## src/rtl/dro_pkg.sv

```systemverilog
// Shared types and constants for the DRO sequencer slice.
package dro_pkg;

  typedef enum logic [2:0] {
    StIdle,
    StSetP,
    StRstP,
    StCapture,
    StGuard
  } state_e;

  localparam logic OP_STORE = 1'b0;
  localparam logic OP_READ  = 1'b1;

  localparam int unsigned IdW = 1;

endpackage

```

## src/rtl/rr_arbiter2.sv

```systemverilog
// Two-way round-robin arbiter; the pointer flips to the other requester after each grant.
module rr_arbiter2 (
  input  logic       clk_i,
  input  logic       rst_i,
  input  logic       en_i,
  input  logic [1:0] req_i,
  output logic [1:0] gnt_o
);

  logic ptr_q;

  always_comb begin
    gnt_o = 2'b00;
    if (en_i) begin
      if (req_i == 2'b11) begin
        gnt_o = ptr_q ? 2'b10 : 2'b01;
      end else begin
        gnt_o = req_i;
      end
    end
  end

  // A grant is always a transfer, since ready is the grant itself.
  always_ff @(posedge clk_i) begin
    if (rst_i) begin
      ptr_q <= 1'b0;
    end else if (|gnt_o) begin
      ptr_q <= gnt_o[0];
    end
  end

endmodule

```

## src/rtl/dro_sequencer.sv

```systemverilog
// Shares one destructive-readout cell between two requesters: issues set/reset pulses with
// guard spacing and captures the readout pulse inside a bounded window.
module dro_sequencer
  import dro_pkg::*;
#(
  parameter int unsigned GUARD_CYCLES = 2,
  parameter int unsigned READ_WINDOW  = 4
) (
  input  logic clk,
  input  logic rst,
  input  logic req0_valid,
  input  logic req0_op,
  output logic req0_ready,
  input  logic req1_valid,
  input  logic req1_op,
  output logic req1_ready,
  output logic dro_set,
  output logic dro_reset,
  input  logic dro_out,
  output logic rd_valid,
  output logic rd_data,
  output logic rd_id,
  output logic held,
  output logic err_mismatch,
  output logic err_stray
);

  localparam int unsigned CntMax = (GUARD_CYCLES > READ_WINDOW) ? GUARD_CYCLES : READ_WINDOW;
  localparam int unsigned CntW   = $clog2(CntMax + 1);
  localparam logic [CntW-1:0] GuardLd = CntW'(GUARD_CYCLES - 1);
  localparam logic [CntW-1:0] WinLd   = CntW'(READ_WINDOW - 1);

  state_e          state_q, state_d;
  logic [CntW-1:0] cnt_q, cnt_d;
  logic            cap_q, cap_d;
  logic [IdW-1:0]  rid_q, rid_d;
  logic            held_d, set_d, reset_d, rdv_d, rdd_d, rdi_d, mism_d, stray_d;

  logic [1:0]      gnt;
  logic            accept;
  logic [IdW-1:0]  acc_id;
  logic            acc_op;
  logic            cap_now;

  rr_arbiter2 u_arb (
    .clk_i (clk),
    .rst_i (rst),
    .en_i  (state_q == StIdle),
    .req_i ({req1_valid, req0_valid}),
    .gnt_o (gnt)
  );

  assign req0_ready = gnt[0];
  assign req1_ready = gnt[1];
  assign accept     = |gnt;
  assign acc_id     = gnt[1];
  assign acc_op     = gnt[1] ? req1_op : req0_op;
  assign cap_now    = cap_q | dro_out;

  always_comb begin
    state_d = state_q;
    cnt_d   = cnt_q;
    cap_d   = cap_q;
    rid_d   = rid_q;
    held_d  = held;
    set_d   = 1'b0;
    reset_d = 1'b0;
    rdv_d   = 1'b0;
    rdd_d   = rd_data;
    rdi_d   = rd_id;
    mism_d  = err_mismatch;
    // Any readout pulse outside the window, including during the reset pulse itself.
    stray_d = err_stray | (dro_out & (state_q != StCapture));

    case (state_q)
      StIdle: begin
        if (accept) begin
          rid_d = acc_id;
          if (acc_op == OP_READ) begin
            state_d = StRstP;
            reset_d = 1'b1;
          end else begin
            state_d = StSetP;
            set_d   = 1'b1;
          end
        end
      end
      StSetP: begin
        held_d  = 1'b1;
        state_d = StGuard;
        cnt_d   = GuardLd;
      end
      StRstP: begin
        cap_d   = 1'b0;
        state_d = StCapture;
        cnt_d   = WinLd;
      end
      StCapture: begin
        cap_d = cap_now;
        if (cnt_q == '0) begin
          rdv_d   = 1'b1;
          rdd_d   = cap_now;
          rdi_d   = rid_q;
          mism_d  = err_mismatch | (cap_now != held);
          held_d  = 1'b0;
          state_d = StGuard;
          cnt_d   = GuardLd;
        end else begin
          cnt_d = cnt_q - CntW'(1);
        end
      end
      StGuard: begin
        if (cnt_q == '0) begin
          state_d = StIdle;
        end else begin
          cnt_d = cnt_q - CntW'(1);
        end
      end
      default: state_d = StIdle;
    endcase
  end

  always_ff @(posedge clk) begin
    if (rst) begin
      state_q      <= StIdle;
      cnt_q        <= '0;
      cap_q        <= 1'b0;
      rid_q        <= '0;
      held         <= 1'b0;
      dro_set      <= 1'b0;
      dro_reset    <= 1'b0;
      rd_valid     <= 1'b0;
      rd_data      <= 1'b0;
      rd_id        <= 1'b0;
      err_mismatch <= 1'b0;
      err_stray    <= 1'b0;
    end else begin
      state_q      <= state_d;
      cnt_q        <= cnt_d;
      cap_q        <= cap_d;
      rid_q        <= rid_d;
      held         <= held_d;
      dro_set      <= set_d;
      dro_reset    <= reset_d;
      rd_valid     <= rdv_d;
      rd_data      <= rdd_d;
      rd_id        <= rdi_d;
      err_mismatch <= mism_d;
      err_stray    <= stray_d;
    end
  end

endmodule

```

## config.mk

```make
export PLATFORM = sky130hd
export DESIGN_NAME = dro_sequencer
export DESIGN_NICKNAME = d
export VERILOG_FILES = /design/src/rtl/dro_pkg.sv /design/src/rtl/rr_arbiter2.sv /design/src/rtl/dro_sequencer.sv
export SDC_FILE = /design/constraint.sdc
export NUM_CORES = 1
export LEC_CHECK = 0
export CAP_MARGIN = 20
export CORE_MARGIN = 10
export CORE_UTILIZATION = 45
export DETAILED_ROUTE_END_ITERATION = 10
export HOLD_SLACK_MARGIN = 0.12
export PLACE_DENSITY = 0.76
export SKIP_CTS_REPAIR_TIMING = 1
export SYNTH_ARGS = -nofsm -noshare
export SYNTH_HDL_FRONTEND = slang
export SYNTH_HIERARCHICAL = 1
export SYNTH_SLANG_ARGS = --single-unit
export TNS_END_PERCENT = 10
```

## constraint.sdc

```tcl
create_clock -name clk -period 2.3 [get_ports clk]
set_input_delay 0.46 -clock clk [delete_from_list [all_inputs] [get_ports clk]]
set_output_delay 0.46 -clock clk [all_outputs]
set_load 0.005 [all_outputs]
```

==> impl_metrics.py <==
metrics = {
    "route": {
        "drc": 0,
        "via_count": 766,
        "totalWireLength_microns": 1945,
        "viasPerCell": 5.357,
        "wl_per_cell_microns": 13.60,
        "drtIter0Drc": 15,
        "ant_nets": 0,
        "first_pass_iters": 4,
    },
    "floorplan": {
        "ios": 17,
        "die_w_microns": 62.45,
        "coreArea_sq_um": 1727,
        "start_util_pct": 46.96,
        "dieHeight_microns": 62.45,
        "num_rows": 15,
        "dieArea_sq_um": 3899,
    },
    "clock_tree": {
        "insertion_delay_ns": 0.29,
        "clock_path_buffers": 2,
        "path_clk_slew_ns": 0.10,
        "clock-sinks": 17,
        "cts_made_buffers": 3,
        "cts_tree": "built",
        "root_buffer": "clkbuf_4",
        "cts_max_level": 1,
    },
    "layout": {
        "fin_nets": 128,
        "final_util_pct": 61.01,
        "antennaDiodeCount": 0,
        "fillCellCount": 162,
        "drive_above_1_share_pct": 11.86,
        "area_growth_pct": 29.94,
    },
    "synth": {
        "synth-seq-cells": 17,
        "synth.net_count": 107,
        "postSynthCellCount": 98,
        "syn_area_sq_um": 810.8,
        "yosysUniqueCellTypes": 31,
        "yosysSeqAreaShare_pct": 41.98,
        "syn_area_per_cell_sq_um": 8.273,
        "yosys_warnings": 6,
    },
    "timing": {
        "fin_tns_setup_ns": 0,
        "hold_viol": 0,
        "period_needed_ns": 2.208,
        "fmax_mhz": 453.0,
        "drv_slew": 0,
        "clock_skew_ns": 0.001438,
        "post-route-period-util_pct": 95.98,
        "setup_viol": 0,
        "worst_pin_slew_ns": 0.5419,
        "slew_headroom_pct": 63.76,
    },
    "worst_setup_path": {
        "cp-start-kind": "input port",
        "critPathMaxFanout": 3,
        "cp-end-kind": "output pin",
        "r2r_cells": 7,
        "cp_data_arrival_time_ns": 1.75,
        "critPathRequiredTime_ns": 1.84,
        "critical_path_class": "input port to output pin",
    },
    "power_and_ir_drop": {
        "irDropWorstVdd_v": 0.0006728,
        "p_leak_uw": 0.0003760,
        "p_per_area_nw_per_um2": 1253,
    },
    "hold_path": {
        "hold_class": "flop to flop",
        "hold_depth": 2,
    },
    "place": {
        "place_congestion": 0.7657,
        "port_buffers": 16,
        "hpwl_microns": 1431,
    },
    "global_route": {
        "grt_pass1_wl_microns": 3153,
        "grt_usage_pct": 9.694,
        "grt_max_degree": 15,
        "grt-ovfl-total": 0,
        "grt_pass1_vias": 764,
        "grt_antenna_before_repair": 0,
    },
    "flow_run": {
        "maxCapViolCount": 0,
    },
    "status": {
        "outcome": "complete, no violations",
    },
}
-- cells by family after synthesis --
family	count (synthesis)	synth area share, %
AND/OR/NAND/NOR	34	21.14
AO/OA/AOI/OAI	31	24.23
flip-flops	17	41.98
buffers and inverters	11	5.865
multiplexers	2	2.623
adder cells (fa/ha/maj)	2	3.086
XOR/XNOR	1	1.080
-- state kept, by name, summed over array words and instances (netlist names) --
| register | count |
|---|---|
| rd_data | 1 |
| dro_reset | 1 |
| rid_q | 1 |
| rd_id | 1 |
| rd_valid | 1 |
| cap_q | 1 |
| err_stray | 1 |
| dro_set | 1 |
| cnt_q | 3 |
| held | 1 |
| u_arb/ptr_q | 1 |
| err_mismatch | 1 |
| state_q | 3 |
-- layout make-up --
class	count	area [sq um]	area share, %
Inverter	6	22.52	2.138
Timing Repair Buffer	21	197.7	18.76
Tap cell	25	31.28	2.969
Multi-Input combinational cell	70	434.2	41.21
Clock buffer	4	26.28	2.494
Sequential cell	17	341.6	32.42
-- cell usage in the layout (no fill, tap or decap), types with 2 or more instances in the layout --
cell / count
dfxtp_1: 16
clkdlybuf4s50_1: 16
a21oi_1: 15
nor2_1: 13
inv_1: 6
nand2_1: 6
o21ai_0: 5
buf_4: 5
nand3_1: 4
clkbuf_4: 3
nand2b_1: 2
nor3_1: 2
a211oi_1: 2
a2111oi_0: 2
ha_1: 2
-- report_power, final --
part           total, uW  internal [uW]  switching [uW]
logic                700            330             371
clock network        163           67.5            95.0
registers            457            377            80.5
-- cell usage after synthesis --
cell type	number	area [sq um]
or4b_1	1	10.01
nor2_1	13	48.80
a311oi_1	1	8.760
nand3b_1	1	7.510
buf_2	2	10.01
inv_1	6	22.52
xnor2_1	1	8.760
o41ai_1	1	8.760
o211ai_1	1	7.510
nor3_1	3	15.01
o311ai_0	1	8.760
ha_1	2	25.02
mux2i_1	1	10.01
a2111oi_0	2	17.52
nand2b_1	2	12.51
nand2_1	6	22.52
or2b_1	1	7.510
a21oi_1	15	75.07
a22oi_1	1	7.510
o21ai_0	5	25.02
nand3_1	4	20.02
a211oi_1	2	15.01
a2111oi_2	1	15.01
and2b_2	1	8.760
mux2_2	1	11.26
clkbuf_1	2	7.510
o21a_1	1	7.510
dfxtp_1	17	340.3
nor3b_2	1	12.51
buf_4	1	7.510
nand4_1	1	6.260
-- stage by stage --
step	instances	worst slack, ns	total power [uW]	hold WS [ns]	instance area [sq um]
after detailed placement	139	0.08181	1124	0.4686	1015
after global routing	143	-0.01643	1436	0.5072	1054
after CTS	143	-0.07402	1290	0.4864	1041
final	143	0.09236	1320	0.4859	1054
after floorplan	98	0.2370	881.6	0.4316	810.8
after global placement	139	0.1295	1103	0.4488	1015
-- per-layer routing --
layer,vias up,wire [microns],global-route usage [%]
met5,-,0,0
met4,0,37,5.866
met3,4,123,3.943
met2,17,884,16.15
met1,350,899,9.939
li1,395,-,-
-- worst max-delay path: stages --
cell,delay [ns]
clkdlybuf4s50_1,0.50
nand2_1,0.06
a21oi_1,0.18
clkdlybuf4s50_1,0.55
-- final timing paths --
check	start	endpoint	slack, ns
max	req0_valid	req0_ready	0.09
min	rid_q	rd_id	0.49
max reg2reg	state_q[0]	state_q[1]	0.56
min reg2reg	rid_q	rd_id	0.49
(Power assumes the default switching activity.)
